[src/rtl/receptor_jogada_serial_pkg.sv]
// ---------------------------------------------------------------------------
// receptor_jogada_serial_pkg
// Shared definitions for the remote-player serial receiver:
//   - estado_rx_t    : receiver FSM encoding, also the value shown on db_estado
//   - estado_saida_t : output (button press) FSM encoding
//   - ASCII_1/ASCII_9: range of accepted move characters
//   - PULSE_CYCLES_PADRAO: default press length / release gap in clocks
//   - eh_digito()    : true for a byte in the ASCII_1..ASCII_9 range
// ---------------------------------------------------------------------------
package receptor_jogada_serial_pkg;

    // PARIDADE keeps its code even when the parity frame is not built, so the
    // hex display values stay the same in both configurations.
    typedef enum logic [3:0] {
        OCIOSO     = 4'd0,
        INICIO     = 4'd1,
        DADOS      = 4'd2,
        PARIDADE   = 4'd3,
        PARADA     = 4'd4,
        DECODIFICA = 4'd5
    } estado_rx_t;

    typedef enum logic [1:0] {
        LIVRE     = 2'd0,
        PULSO     = 2'd1,
        INTERVALO = 2'd2
    } estado_saida_t;

    localparam logic [7:0] ASCII_1 = 8'h31;
    localparam logic [7:0] ASCII_9 = 8'h39;

    localparam int PULSE_CYCLES_PADRAO = 1_000_000;

    function automatic logic eh_digito(input logic [7:0] c);
        return (c >= ASCII_1) && (c <= ASCII_9);
    endfunction

endpackage

[src/rtl/receptor_jogada_serial_if.sv]
// ---------------------------------------------------------------------------
// receptor_jogada_serial_if
// Bundle of the receiver's functional signals (clock and reset stay plain).
//   rx                 : UART line, idle high, asynchronous to the clock
//   habilita           : 1 = moves accepted, 0 = decoded digits discarded
//   botoes[8:0]        : one-hot button press vector to the game circuit
//   jogada_valida      : 1-cycle pulse, digit accepted
//   caractere_invalido : 1-cycle pulse, well-framed non-digit byte
//   erro_quadro        : 1-cycle pulse, bad stop (or parity) bit
//   overrun            : 1-cycle pulse, digit dropped with holding full
//   db_estado[3:0]     : receiver FSM state for the hex display
// Modports: slave = the receiver, master = whoever drives rx/habilita.
// ---------------------------------------------------------------------------
interface receptor_jogada_serial_if;

    logic       rx;
    logic       habilita;
    logic [8:0] botoes;
    logic       jogada_valida;
    logic       caractere_invalido;
    logic       erro_quadro;
    logic       overrun;
    logic [3:0] db_estado;

    modport slave (
        input  rx,
        input  habilita,
        output botoes,
        output jogada_valida,
        output caractere_invalido,
        output erro_quadro,
        output overrun,
        output db_estado
    );

    modport master (
        output rx,
        output habilita,
        input  botoes,
        input  jogada_valida,
        input  caractere_invalido,
        input  erro_quadro,
        input  overrun,
        input  db_estado
    );

endinterface

[src/rtl/receptor_jogada_serial_contador_baud.sv]
// ---------------------------------------------------------------------------
// contador_baud
// Free-running bit-period counter for the UART receiver.
//   clock, reset : system clock, asynchronous active-low reset
//   i_limpa      : forces the count back to 0
//   o_meio       : high on the last clock of a half period (DIV/2 clocks
//                  after a clear)
//   o_fim        : high on the last clock of a full period (DIV clocks after
//                  a clear); the counter wraps by itself on that clock
// ---------------------------------------------------------------------------
module contador_baud #(
    parameter int DIV = 434
) (
    input  logic clock,
    input  logic reset,
    input  logic i_limpa,
    output logic o_meio,
    output logic o_fim
);

    localparam int CW = (DIV > 1) ? $clog2(DIV) : 1;

    logic [CW-1:0] r_cont;

    always_ff @(posedge clock or negedge reset) begin
        if (!reset) begin
            r_cont <= '0;
        end else if (i_limpa || o_fim) begin
            r_cont <= '0;
        end else begin
            r_cont <= r_cont + CW'(1);
        end
    end

    assign o_meio = (r_cont == CW'(DIV / 2 - 1));
    assign o_fim  = (r_cont == CW'(DIV - 1));

endmodule

[src/rtl/receptor_jogada_serial.sv]
// ---------------------------------------------------------------------------
// receptor_jogada_serial
// Remote-player front end: receives UART characters, turns ASCII '1'..'9'
// into a one-hot 9-bit button press of PULSE_CYCLES clocks followed by a
// release gap of PULSE_CYCLES clocks.
//   clock : system clock
//   reset : asynchronous, active-low
//   bus   : receptor_jogada_serial_if.slave (rx, habilita in; botoes,
//           jogada_valida, caractere_invalido, erro_quadro, overrun,
//           db_estado out)
// Parameters: CLK_FREQ, BAUD (DIV = CLK_FREQ/BAUD), PULSE_CYCLES.
// Build option: RECEPTOR_PARIDADE_EN selects an 8E1 frame (even parity bit
// checked after the data bits); undefined gives plain 8N1.
// ---------------------------------------------------------------------------
module receptor_jogada_serial
    import receptor_jogada_serial_pkg::*;
#(
    parameter int CLK_FREQ     = 50_000_000,
    parameter int BAUD         = 115200,
    parameter int PULSE_CYCLES = PULSE_CYCLES_PADRAO
) (
    input  logic                     clock,
    input  logic                     reset,
    receptor_jogada_serial_if.slave  bus
);

    localparam int DIV = CLK_FREQ / BAUD;
    localparam int CWP = (PULSE_CYCLES > 1) ? $clog2(PULSE_CYCLES) : 1;

    // -----------------------------------------------------------------------
    // rx synchronizer plus one extra flop for falling-edge detection. Reset
    // to 1 (idle line) so leaving reset never looks like a start bit.
    // -----------------------------------------------------------------------
    logic r_rxMeta, r_rxSync, r_rxAnt;
    logic w_borda;

    always_ff @(posedge clock or negedge reset) begin
        if (!reset) begin
            r_rxMeta <= 1'b1;
            r_rxSync <= 1'b1;
            r_rxAnt  <= 1'b1;
        end else begin
            r_rxMeta <= bus.rx;
            r_rxSync <= r_rxMeta;
            r_rxAnt  <= r_rxSync;
        end
    end

    // Needs a high-then-low sequence, so after a framing error with the
    // line still low the receiver only re-arms once the line returns high.
    assign w_borda = r_rxAnt & ~r_rxSync;

    // -----------------------------------------------------------------------
    // Receiver FSM
    // -----------------------------------------------------------------------
    estado_rx_t r_estRx, w_proxRx;
    logic [2:0] r_bitCnt;
    logic [7:0] r_desloc;
    logic       w_limpa, w_amostra, w_erroQuadro, w_meio, w_fim;

    contador_baud #(.DIV(DIV)) u_contadorBaud (
        .clock   (clock),
        .reset   (reset),
        .i_limpa (w_limpa),
        .o_meio  (w_meio),
        .o_fim   (w_fim)
    );

    always_ff @(posedge clock or negedge reset) begin
        if (!reset) begin
            r_estRx  <= OCIOSO;
            r_bitCnt <= '0;
            r_desloc <= '0;
        end else begin
            r_estRx <= w_proxRx;
            if (w_amostra) begin
                r_desloc <= {r_rxSync, r_desloc[7:1]};
                r_bitCnt <= r_bitCnt + 3'd1;
            end else if (r_estRx != DADOS) begin
                r_bitCnt <= '0;
            end
        end
    end

    // The baud counter is held clear while idle and re-cleared at the middle
    // of the start bit, so every later full-period tick lands mid-bit.
    always_comb begin
        w_proxRx     = r_estRx;
        w_limpa      = 1'b0;
        w_amostra    = 1'b0;
        w_erroQuadro = 1'b0;
        case (r_estRx)
            OCIOSO: begin
                w_limpa = 1'b1;
                if (w_borda) w_proxRx = INICIO;
            end
            INICIO: begin
                if (w_meio) begin
                    w_limpa  = 1'b1;
                    w_proxRx = r_rxSync ? OCIOSO : DADOS;
                end
            end
            DADOS: begin
                if (w_fim) begin
                    w_amostra = 1'b1;
                    if (r_bitCnt == 3'd7) begin
`ifdef RECEPTOR_PARIDADE_EN
                        w_proxRx = PARIDADE;
`else
                        w_proxRx = PARADA;
`endif
                    end
                end
            end
`ifdef RECEPTOR_PARIDADE_EN
            PARIDADE: begin
                if (w_fim) begin
                    if (^{r_desloc, r_rxSync}) begin
                        w_erroQuadro = 1'b1;
                        w_proxRx     = OCIOSO;
                    end else begin
                        w_proxRx = PARADA;
                    end
                end
            end
`endif
            PARADA: begin
                if (w_fim) begin
                    if (r_rxSync) begin
                        w_proxRx = DECODIFICA;
                    end else begin
                        w_erroQuadro = 1'b1;
                        w_proxRx     = OCIOSO;
                    end
                end
            end
            DECODIFICA: w_proxRx = OCIOSO;
            default:    w_proxRx = OCIOSO;
        endcase
    end

    // -----------------------------------------------------------------------
    // Decode (only meaningful during the single DECODIFICA cycle)
    // -----------------------------------------------------------------------
    logic       w_decod, w_digitoAceito, w_caractereInvalido;
    logic [3:0] w_indiceNovo;

    assign w_decod             = (r_estRx == DECODIFICA);
    assign w_digitoAceito      = w_decod &  eh_digito(r_desloc) & bus.habilita;
    assign w_caractereInvalido = w_decod & ~eh_digito(r_desloc);
    // '1'..'9' have low nibble 1..9, so the button index is that minus one.
    assign w_indiceNovo        = r_desloc[3:0] - 4'd1;

    // -----------------------------------------------------------------------
    // Holding register and output FSM
    // -----------------------------------------------------------------------
    estado_saida_t   r_estSaida, w_proxSaida;
    logic [CWP-1:0]  r_contPulso;
    logic [3:0]      r_indice, r_indiceSaida;
    logic            r_cheio;
    logic            w_fimPulso, w_podeCarregar, w_carga, w_desvio;
    logic            w_escreve, w_overrun;

    assign w_fimPulso = (r_contPulso == CWP'(PULSE_CYCLES - 1));

    // A new press may start while idle or on the last gap cycle; the latter
    // keeps the release gap exactly PULSE_CYCLES when a move is waiting.
    assign w_podeCarregar = (r_estSaida == LIVRE) |
                            ((r_estSaida == INTERVALO) & w_fimPulso);
    assign w_carga   = w_podeCarregar & (r_cheio | w_digitoAceito);
    // Empty holding register and output ready: the digit goes straight to
    // the output stage without being parked, so the press starts next cycle.
    assign w_desvio  = w_podeCarregar & ~r_cheio & w_digitoAceito;
    assign w_escreve = w_digitoAceito & (~r_cheio | w_podeCarregar);
    assign w_overrun = w_digitoAceito &  r_cheio & ~w_podeCarregar;

    // Write and drain in the same cycle: the output takes the old entry and
    // the new one lands, so the full flag simply stays set.
    always_ff @(posedge clock or negedge reset) begin
        if (!reset) begin
            r_cheio  <= 1'b0;
            r_indice <= '0;
        end else if (w_escreve && !w_desvio) begin
            r_cheio  <= 1'b1;
            r_indice <= w_indiceNovo;
        end else if (w_podeCarregar && r_cheio) begin
            r_cheio  <= 1'b0;
        end
    end

    always_ff @(posedge clock or negedge reset) begin
        if (!reset) begin
            r_estSaida    <= LIVRE;
            r_contPulso   <= '0;
            r_indiceSaida <= '0;
        end else begin
            r_estSaida <= w_proxSaida;
            if ((r_estSaida == LIVRE) || (w_proxSaida != r_estSaida)) begin
                r_contPulso <= '0;
            end else begin
                r_contPulso <= r_contPulso + CWP'(1);
            end
            if (w_carga) begin
                r_indiceSaida <= r_cheio ? r_indice : w_indiceNovo;
            end
        end
    end

    always_comb begin
        w_proxSaida = r_estSaida;
        case (r_estSaida)
            LIVRE:     if (w_carga)    w_proxSaida = PULSO;
            PULSO:     if (w_fimPulso) w_proxSaida = INTERVALO;
            INTERVALO: if (w_fimPulso) w_proxSaida = w_carga ? PULSO : LIVRE;
            default:   w_proxSaida = LIVRE;
        endcase
    end

    // -----------------------------------------------------------------------
    // Outputs: all derived from registered state, so reset clears them at once
    // -----------------------------------------------------------------------
    assign bus.botoes             = (r_estSaida == PULSO) ? (9'd1 << r_indiceSaida) : 9'd0;
    assign bus.jogada_valida      = w_escreve;
    assign bus.caractere_invalido = w_caractereInvalido;
    assign bus.erro_quadro        = w_erroQuadro;
    assign bus.overrun            = w_overrun;
    assign bus.db_estado          = r_estRx;

endmodule
[src/flat_wrapper.sv]
// flat-port wrapper written by rule: the top's interface ports become plain ports
module receptor_jogada_serial_flat import receptor_jogada_serial_pkg::*;
#(
    parameter int CLK_FREQ     = 50_000_000,
    parameter int BAUD         = 115200,
    parameter int PULSE_CYCLES = PULSE_CYCLES_PADRAO
)
  (clock, reset, bus_rx, bus_habilita, bus_botoes, bus_jogada_valida, bus_caractere_invalido, bus_erro_quadro, bus_overrun, bus_db_estado);
  receptor_jogada_serial_if bus_i ();
  input  logic clock;
  input  logic reset;
  input wire logic [$bits(bus_i.rx)-1:0] bus_rx;
  input wire logic [$bits(bus_i.habilita)-1:0] bus_habilita;
  output wire logic [$bits(bus_i.botoes)-1:0] bus_botoes;
  output wire logic [$bits(bus_i.jogada_valida)-1:0] bus_jogada_valida;
  output wire logic [$bits(bus_i.caractere_invalido)-1:0] bus_caractere_invalido;
  output wire logic [$bits(bus_i.erro_quadro)-1:0] bus_erro_quadro;
  output wire logic [$bits(bus_i.overrun)-1:0] bus_overrun;
  output wire logic [$bits(bus_i.db_estado)-1:0] bus_db_estado;
  assign bus_i.rx = bus_rx;
  assign bus_i.habilita = bus_habilita;
  assign bus_botoes = bus_i.botoes;
  assign bus_jogada_valida = bus_i.jogada_valida;
  assign bus_caractere_invalido = bus_i.caractere_invalido;
  assign bus_erro_quadro = bus_i.erro_quadro;
  assign bus_overrun = bus_i.overrun;
  assign bus_db_estado = bus_i.db_estado;
  receptor_jogada_serial #(.CLK_FREQ(CLK_FREQ), .BAUD(BAUD), .PULSE_CYCLES(PULSE_CYCLES)) u_core (.clock(clock), .reset(reset), .bus(bus_i));
endmodule
[config.mk]
export PLATFORM = sky130hd
export DESIGN_NAME = receptor_jogada_serial_flat
export DESIGN_NICKNAME = d
export VERILOG_FILES = /design/src/rtl/receptor_jogada_serial_pkg.sv /design/src/rtl/receptor_jogada_serial_if.sv /design/src/rtl/receptor_jogada_serial_contador_baud.sv /design/src/rtl/receptor_jogada_serial.sv /design/src/flat_wrapper.sv
export SDC_FILE = /design/constraint.sdc
export NUM_CORES = 1
export LEC_CHECK = 0
export CAP_MARGIN = 20
export CELL_PAD_IN_SITES_DETAIL_PLACEMENT = 1
export CELL_PAD_IN_SITES_GLOBAL_PLACEMENT = 2
export CORE_MARGIN = 2
export CORE_UTILIZATION = 38
export CTS_BUF_LIST = sky130_fd_sc_hd__clkbuf_8 sky130_fd_sc_hd__clkbuf_16
export DETAILED_ROUTE_END_ITERATION = 8
export PLACE_DENSITY = 0.9
export SLEW_MARGIN = 20
export SYNTH_ARGS = -nofsm -noshare
export SYNTH_HDL_FRONTEND = slang
export SYNTH_SLANG_ARGS = --single-unit
[constraint.sdc]
create_clock -name clock -period 3.07 [get_ports clock]
set_input_delay 0.7675 -clock clock [delete_from_list [all_inputs] [get_ports clock]]
set_output_delay 0.7675 -clock clock [all_outputs]
set_load 0.02 [all_outputs]
==> flow_summary.json, run 1 <==
{
  "report.final.slew_viol_count": 0,
  "vdd_drop_max_mv": 0.369,
  "max_cap_violations": 0,
  "grt_pass1_wl_um": 11700,
  "cts_made_buffers": 9,
  "timing.final.setup_violations": 0,
  "post_synth_instance_area_um2": 2990,
  "drtAntennaViolNets": 0,
  "nets": 343,
  "cp_common_cell": "buf_4",
  "clock_tree_from_tritoncts": "built",
  "cts.path.max_buffers": 2,
  "synth-seq-area-share_pct": 47.8,
  "drtIter0Drc": 87,
  "dpl.cell_count": 422,
  "finalCoreUtilization_pct": 46.5,
  "clkSlewWorstSetupHoldPaths_ns": 0.06,
  "avgRoutedWirePerCell_um": 15.1,
  "critPathRequiredTime_ns": 2.30,
  "gp_routability_congestion": 0.765,
  "areaGrowthSynthToFinish_pct": 19.5,
  "yosys_most_used_dff": "dfrtp_1",
  "root_buffer": "clkbuf_8",
  "drt_first_pass_iters": 4,
  "timing.hold.worst.class": "reg2reg",
  "grt_max_degree": 58,
  "placement.io_buffers": 19,
  "numClockSinks": 57,
  "max_freq_mhz": 340,
  "critPathMaxStageDelay_ns": 0.46,
  "die-area_um2": 8590,
  "power.share.clock_pct": 36.7,
  "finish.instance_area_um2": 3570,
  "synth_edf_count": 0,
  "cp.buffers_inverters": 3,
  "hold_violations": 0,
  "max-slew-margin-rel_pct": 52.2,
  "finClkSkew_ns": 0.0120,
  "cp-start-kind": "input port",
  "final_critical_path_setup_slack_ns": 0.130,
  "cpMaxStageDelayCell": "clkdlybuf4s50_1",
  "worstSkewPairLatency_ns": 0.35,
  "die_height_um": 92.7,
  "antenna_cells_inserted": 0,
  "rows": 32,
  "power_per_cell_area_nw_per_um2": 520,
  "post-route-period-util_pct": 95.8,
  "cp_data_arrival_time_ns": 2.17,
  "overflow": 0,
  "comb_power_share_pct": 19.7,
  "timing.setup.critical_path_class": "in2out",
  "layoutNonFillerInstCount": 438,
  "core-area_um2": 7690,
  "pre_cts_slack_ns": -0.362,
  "ys_warn_count": 0,
  "grt_pass1_vias": 2419,
  "ctsHtreeMaxLevel": 3,
  "grt_usage_pct": 17.3,
  "start_util_pct": 38.9,
  "route.vias.total": 2224,
  "final_period_minus_worst_setup_slack_ns": 2.94,
  "dp_hpwl_um": 4410,
  "power_switching_share_pct": 28.5,
  "cp_max_fo": 3,
  "post_drt_via_cell_ratio": 5.08,
  "placement.cell_area_um2": 3370,
  "number_of_antenna_violations_at_the_first_check_in_global_routing": 0,
  "mappedNetlistNets": 308,
  "rsz0062_at_grt": "no",
  "share_seq_of_total_power_pct": 43.6,
  "syn_inst": 296,
  "timing.setup.tns_ns": 0,
  "worstSetupEndpointType": "primary output",
  "avgSynthCellArea_um2": 10.1,
  "i_o_pin_count": 21,
  "route.final.wire_length_um": 6600,
  "p_int_w": 0.00133,
  "asyncSetResetFlopFracSynth_pct": 100,
  "power_switching_w": 0.000530,
  "timing.critical_path.cells": "clkdlybuf4s50_1 > nand4b_1 > a2111oi_4 > buf_4 > a21boi_1 > buf_4",
  "leakage_power_total_nw": 1.59,
  "worst-slew-pin-transition_ns": 0.717,
  "synth_seq_cells": 57,
  "worst_path_dominant_cell_family": "buffers and inverters",
  "remaining_drc_errors": 0,
  "die_width_um": 92.7,
  "synth.lib_cells_used.distinct": 55,
  "run_status": "finished, final reports clean",
  "layout-drive-gt1-share_pct": 16.1,
  "buffers_inserted_by_post_cts_timing_repair": 0
}
==> final cells by class <==
cell class                      count  area [um2]
Clock buffer                       10         138
Clock inverter                      6        51.3
Fill cell                         889        4120
Inverter                           15        56.3
Multi-Input combinational cell    210        1450
Sequential cell                    57        1430
Tap cell                          102         128
Timing Repair Buffer               38         324
==> through the flow <==
step,total power (W),hold WS (ns)
2_1_floorplan,0.00105,0.345
3_3_place_gp,0.00118,0.347
3_5_place_dp,0.00119,0.347
4_1_cts,0.00188,0.357
5_1_grt,0.00195,0.359
6_report,0.00186,0.357
==> timing repair <==
item / 4_1_cts / 5_1_grt
hold buffers: 0 / 0
setup endpoints to repair: 4 / 7
resized for setup: 11 / 12
==> path summary, 6_finish.rpt <==
kind / from / to / slack (ns) / cells after the start
worst min-delay path: u_core.r_rxMeta / u_core.r_rxSync / 0.36 / 0
min in group asynchronous: reset / u_core.r_contPulso[8] / 0.56 / 2
worst min register to register: u_core.r_rxMeta / u_core.r_rxSync / 0.36 / 0
worst max register to register: u_core.r_desloc[1] / u_core.r_indice[0] / 0.65 / 9
max in group asynchronous: reset / u_core.r_contPulso[0] / 2.03 / 2
worst max-delay path: bus_habilita / bus_jogada_valida / 0.13 / 6
==> per-layer routing <==
metal	up-vias	track usage [%]	wire [um]
li1	1085	-	-
met1	1104	22.1	3040
met2	24	28.5	3270
met3	11	3.91	166
met4	0	7.35	120
met5	-	0	0
==> cell usage after synthesis (3+ instances only) <==
cell / n / share of area [%]
dfstp_2: 3 / 2.6
nor2_1: 50 / 6.3
dfrtp_1: 54 / 45
mux2i_1: 9 / 3.0
nand3_1: 11 / 1.8
mux2_4: 6 / 3.0
nor3_1: 10 / 1.7
nor4_1: 4 / 0.84
a21oi_1: 4 / 0.67
buf_2: 5 / 0.84
clkbuf_1: 4 / 0.50
and3_1: 4 / 0.84
o22ai_1: 4 / 0.84
inv_1: 15 / 1.9
ha_1: 8 / 3.3
xnor2_1: 19 / 5.6
nand2_1: 23 / 2.9
xor2_1: 10 / 2.9
nand4_1: 7 / 1.5
==> worst reg2reg max path, stage by stage, from the launching register on <==
cell	delay [ns]
dfrtp_1	0.41
inv_1	0.11
ha_2	0.22
o21bai_1	0.14
a2111oi_4	0.37
buf_4	0.19
buf_4	0.18
nand2_1	0.10
mux2i_4	0.25
mux2_1	0.35
==> cells in the final DEF (no fill, tap or decap), types with 9 or more instances in the layout <==
cell             instances
nand3_1                 11
nor3_1                  10
clkdlybuf4s50_1         10
xor2_1                  10
xnor2_1                 19
nand2_1                 23
mux2i_1                  9
dfrtp_1                 54
clkbuf_8                10
inv_1                   18
nor2_1                  50
buf_4                   20
==> state kept, by name, indices dropped and copies added, names as in the netlist <==
register                      cells
u_core.r_rxAnt                    1
u_core.r_estSaida                 2
u_core.r_desloc                   8
u_core.bus.db_estado              3
u_core.r_rxSync                   1
u_core.r_indiceSaida              4
u_core.r_cheio                    1
u_core.u_contadorBaud.r_cont      9
u_core.r_contPulso               20
u_core.r_rxMeta                   1
u_core.r_indice                   4
u_core.r_bitCnt                   3
==> power groups by stage <==
stage          combinational [W]  clock [W]  sequential, W
2_1_floorplan           0.000206          0       0.000842
3_3_place_gp            0.000357          0       0.000821
3_5_place_dp            0.000371          0       0.000822
4_1_cts                 0.000371   0.000700       0.000809
5_1_grt                 0.000409   0.000730       0.000814
6_report                0.000366   0.000682       0.000810
==> kinds of logic after synthesis <==
kind of cell / share of synthesized area, %
adders and majority gates: 3.68
other: 0.125
buffers and inverters: 4.52
muxes: 7.16
AOI/OAI and AO/OA: 6.57
and+or+nand+nor: 21.6
xor gates and xnor gates: 8.50
DFF: 47.8
Note: power is estimated with default switching activity, not from simulation.
==> run 2: changes to the inputs <==
Settings changed: CORE_MARGIN 2 to 5.
==> run 2 against run 1 <==
  * Critical path type is now reg2out
  * Clock power is 11% higher
  * Clock skew up 0.00086 ns
  * Sequential power grew 0.5%
  * Final area is 0.56% higher
  * Count of clock-buffer cells in the layout is 3 higher
  * Non-clock buffer count fell by 2
  * Critical path depth fell by 1
==> flow_summary.json, run 2 (synthesized netlist as in run 1, its figures left out) <==
{
  "worst-slew-pin-transition_ns": 0.719,
  "gp_routability_congestion": 0.762,
  "leakage_power_total_nw": 1.55,
  "grt_max_degree": 58,
  "cp_data_arrival_time_ns": 2.18,
  "largest_reg_flops": 20,
  "root_buffer": "clkbuf_8",
  "grt_usage_pct": 14.3,
  "dp_hpwl_um": 4410,
  "report.final.slew_viol_count": 0,
  "power_per_cell_area_nw_per_um2": 533,
  "pre_cts_slack_ns": -0.374,
  "core-area_um2": 7690,
  "cp_max_fo": 5,
  "final_critical_path_setup_slack_ns": 0.119,
  "number_of_antenna_violations_at_the_first_check_in_global_routing": 0,
  "vdd_drop_max_mv": 0.322,
  "grt_pass1_vias": 2419,
  "timing.setup.critical_path_class": "reg2out",
  "grt_use_met3_pct": 3.18,
  "route.vias.total": 2227,
  "max_freq_mhz": 339,
  "layout-drive-gt1-share_pct": 15.6,
  "drt_first_pass_iters": 4,
  "hold_violations": 0,
  "grtUsageMet2_pct": 24.1,
  "finClkSkew_ns": 0.0128,
  "cts_made_buffers": 9,
  "avgRoutedWirePerCell_um": 14.6,
  "top_usage_layer": "met2",
  "timing.final.setup_violations": 0,
  "post-route-period-util_pct": 96.1,
  "start_util_pct": 38.9,
  "critPathRequiredTime_ns": 2.30,
  "rows": 32,
  "ctsHtreeMaxLevel": 3,
  "clkSlewWorstSetupHoldPaths_ns": 0.07,
  "r2r_setup_slack_ns": 0.56,
  "antenna_cells_inserted": 0,
  "layout.cells.most_common_list": "dfrtp_1, nor2_1, nand2_1",
  "regMostFlops": "u_core.r_contPulso",
  "numClockSinks": 57,
  "placement.io_buffers": 19,
  "layout_top_registers": "u_core.r_contPulso (20), u_core.u_contadorBaud.r_cont (9), u_core.r_desloc (8)",
  "drtIter0Drc": 86,
  "nets": 341,
  "run_status": "finished, final reports clean",
  "finish.instance_area_um2": 3590,
  "cp-start-kind": "flip-flop",
  "layout_commonest_cell": "dfrtp_1",
  "timing.setup.tns_ns": 0,
  "overflow": 0,
  "worstSkewPairLatency_ns": 0.35,
  "worstSetupEndpointType": "primary output",
  "die-area_um2": 9740,
  "cts.path.max_buffers": 2,
  "max-slew-margin-rel_pct": 52.1,
  "die_height_um": 98.7,
  "met1_usage_pct": 17.6,
  "max_cap_violations": 0,
  "i_o_pin_count": 21,
  "grt_pass1_wl_um": 11400,
  "route.final.wire_length_um": 6380,
  "die_width_um": 98.7,
  "drtAntennaViolNets": 0,
  "post_drt_via_cell_ratio": 5.11,
  "areaGrowthSynthToFinish_pct": 20.2,
  "remaining_drc_errors": 0,
  "timing.hold.worst.class": "reg2reg",
  "final_period_minus_worst_setup_slack_ns": 2.95,
  "clock_tree_from_tritoncts": "built",
  "placement.cell_area_um2": 3340
}
[run 2: critical path, cell delays in order (launching register included)]
cell             delay (ns)
dfrtp_1                0.40
inv_1                  0.08
nand2_1                0.10
or3b_2                 0.52
nor2_1                 0.13
clkdlybuf4s50_1        0.61
[run 2: final timing paths]
check                                      from                      end  cells past startpoint
setup / recovery           u_core.r_estSaida[1]            bus_botoes[7]                      5
hold / removal                  u_core.r_rxMeta          u_core.r_rxSync                      0
setup reg to reg             u_core.r_desloc[1]       u_core.r_indice[0]                     10
hold reg to reg                 u_core.r_rxMeta          u_core.r_rxSync                      0
max in group asynchronous                 reset  u_core.r_indiceSaida[2]                      2
min in group asynchronous                 reset    u_core.r_contPulso[6]                      2
[run 2: metal layers]
metal	vias up	wire length, um
li1	1083	-
met1	1106	2960
met2	26	3100
met3	12	183
met4	0	132
met5	-	0
[run 2: power breakdown]
group          leakage [nW]  internal [W]  switching [W]
Combinational         0.685      0.000146       0.000196
Clock                 0.117      0.000459       0.000300
Sequential            0.744      0.000787      0.0000265
Total                  1.55       0.00139       0.000523
[run 2: repair_timing]
| item | CTS | global route |
|---|---|---|
| resized for setup | 11 | 6 |
| hold buffers | 0 | 0 |
| endpoints found under the setup margin | 4 | 4 |
| setup buffers | 0 | 1 |
| pin swaps | 0 | 1 |
[run 2: final cells by class]
class,instances,area [um2]
well taps,102,128
inverters,15,56.3
repair buffers,36,309
clock buffers,13,179
flip-flops and latches,57,1430
clock inverters,3,38.8
fillers,890,4100
multi-input cells,210,1450
[run 2: through the flow]
step	total power [W]	instances	hold slack [ns]	util, %
global placement	0.00117	419	0.346	43.5
finish	0.00192	436	0.357	46.7
detailed placement	0.00118	419	0.350	43.5
CTS	0.00194	435	0.360	46.3
global route	0.00202	436	0.364	46.7
floorplan	0.00105	296	0.345	-
==> run 3: changes to the inputs <==
Settings changed: PLACE_DENSITY 0.9 to 0.84.
==> run 3 against run 2 <==
  * Total power grew 0.98%
  * Utilization down 0.39 points
  * Worst setup slack about the same
  * Sequential power about the same
  * Non-clock buffer count shrank 4
  * Largest cell class unchanged
  * Highest routed layer unchanged
==> flow_summary.json, run 3 (synthesized netlist as in run 1, its figures left out) <==
{
  "core-area_um2": 7690,
  "clkSlewWorstSetupHoldPaths_ns": 0.06,
  "top_usage_layer": "met2",
  "drtAntennaViolNets": 0,
  "route.final.wire_length_um": 6080,
  "worstSkewPairLatency_ns": 0.33,
  "power.share.clock_pct": 40.2,
  "dpl.cell_count": 416,
  "cp_data_arrival_time_ns": 2.18,
  "vdd_drop_max_mv": 0.350,
  "power_per_cell_area_nw_per_um2": 543,
  "number_of_antenna_violations_at_the_first_check_in_global_routing": 0,
  "p_int_w": 0.00142,
  "layout_commonest_cell": "dfrtp_1",
  "power_switching_w": 0.000517,
  "timing.setup.critical_path_class": "in2out",
  "run_status": "finished, final reports clean",
  "report.final.slew_viol_count": 0,
  "max_cap_violations": 0,
  "post_drt_via_cell_ratio": 5.08,
  "clock_tree_from_tritoncts": "built",
  "overflow": 0,
  "route.vias.total": 2195,
  "largest_reg_flops": 20,
  "share_seq_of_total_power_pct": 42.0,
  "nets": 337,
  "cts.path.max_buffers": 2,
  "antenna_cells_inserted": 0,
  "drtIter0Drc": 47,
  "placement.io_buffers": 19,
  "die_height_um": 98.7,
  "worstSetupEndpointType": "primary output",
  "ctsHtreeMaxLevel": 3,
  "comb_power_share_pct": 17.8,
  "final_period_minus_worst_setup_slack_ns": 2.95,
  "post-route-period-util_pct": 96.1,
  "layout_top_registers": "u_core.r_contPulso (20), u_core.u_contadorBaud.r_cont (9), u_core.r_desloc (8)",
  "rsz0062_at_grt": "no",
  "cts_made_buffers": 9,
  "regMostFlops": "u_core.r_contPulso",
  "dp_hpwl_um": 4380,
  "timing.hold.worst.class": "in2async",
  "cp_max_fo": 3,
  "cp-start-kind": "input port",
  "drt_first_pass_iters": 4,
  "grtUsageMet2_pct": 22.7,
  "p_total_w": 0.00193,
  "die_width_um": 98.7,
  "start_util_pct": 38.9,
  "hold_violations": 0,
  "grt_use_met3_pct": 3.04,
  "cts_hold_repair.buffers": 0,
  "die-area_um2": 9740,
  "finClkSkew_ns": 0.0117,
  "root_buffer": "clkbuf_8",
  "avgRoutedWirePerCell_um": 14.1,
  "fin_hold_ws_ns": 0.329,
  "worst-slew-pin-transition_ns": 0.642,
  "timing.final.setup_violations": 0,
  "met1_usage_pct": 17.0,
  "leakage_power_total_nw": 1.51,
  "power_switching_share_pct": 26.7,
  "layout-drive-gt1-share_pct": 14.5,
  "gp_routability_congestion": 0.758,
  "grt_max_degree": 27,
  "critPathRequiredTime_ns": 2.30,
  "layoutNonFillerInstCount": 432,
  "grt_pass1_wl_um": 10800,
  "grt_pass1_vias": 2292,
  "layout.cells.most_common_list": "dfrtp_1, nor2_1, nand2_1",
  "max_freq_mhz": 339,
  "rows": 32,
  "remaining_drc_errors": 0,
  "numClockSinks": 57,
  "grt_usage_pct": 13.7,
  "layout.filler_cells": 884,
  "areaGrowthSynthToFinish_pct": 19.2,
  "i_o_pin_count": 21,
  "max-slew-margin-rel_pct": 57.2
}
run 3: cell count changes in the layout (fill, tap and decap cells not counted):
cell	before	now
clkinv_2	1	0
clkbuf_8	13	14
buf_4	17	13
nor4b_2	0	1
dlygate4sd2_1	1	2
dlygate4sd1_1	1	0
nor4b_4	1	0
run 3: critical path: stages:
cell and delay, ns:
clkdlybuf4s50_1 0.47, nand4b_1 0.15, a2111oi_4 0.23, buf_4 0.18, and3_1 0.14, clkdlybuf4s15_2 0.25
run 3: cell type report:
type / instances / area (um2) / share of cell area (%)
clock inverter: 2 / 33.8 / 0.948
inverter: 15 / 56.3 / 1.58
multi-input combinational: 210 / 1440 / 40.5
clock buffer: 14 / 193 / 5.41
sequential: 57 / 1430 / 40.1
timing repair buffer: 32 / 279 / 7.83
tap: 102 / 128 / 3.58
run 3: path summary, 6_finish.rpt:
| kind | startpoint | endpoint | slack [ns] | cells after the start |
|---|---|---|---|---|
| max | bus_habilita | bus_overrun | 0.12 | 6 |
| min | reset | u_core.r_contPulso[6] | 0.33 | 1 |
| max reg2reg | u_core.r_desloc[1] | u_core.r_indice[0] | 0.78 | 9 |
| min reg2reg | u_core.r_rxMeta | u_core.r_rxSync | 0.36 | 0 |
| max in group asynchronous | reset | u_core.r_rxSync | 2.03 | 2 |
| min in group clock | u_core.r_rxMeta | u_core.r_rxSync | 0.36 | 0 |
run 3: metrics by stage:
step,worst slack [ns],instance area (um2),TNS (ns),util [%]
2_1_floorplan,0.131,2990,0,-
3_3_place_gp,-0.384,3320,-0.708,43.2
3_5_place_dp,-0.413,3320,-0.758,43.2
4_1_cts,0.00998,3560,0,46.3
5_1_grt,0.00111,3560,0,46.3
6_report,0.119,3560,0,46.3
run 3: power groups by stage:
stage	logic [W]	registers [W]	clock network [W]
2_1_floorplan	0.000206	0.000842	0
3_3_place_gp	0.000346	0.000825	0
3_5_place_dp	0.000350	0.000827	0
4_1_cts	0.000351	0.000813	0.000806
5_1_grt	0.000385	0.000820	0.000835
6_report	0.000344	0.000813	0.000777
run 3: metal layers:
layer | vias to the layer above | routed length [um]
met5 | - | 0
met4 | 0 | 116
met3 | 12 | 168
met2 | 30 | 2950
met1 | 1081 | 2850
li1 | 1072 | -
run 3: what timing repair did:
item | in CTS | in global routing
setup buffers | 0 | 0
gates cloned | 0 | 0
resized for setup | 12 | 2
pin swaps | 0 | 1
endpoints found under the setup margin | 4 | 3
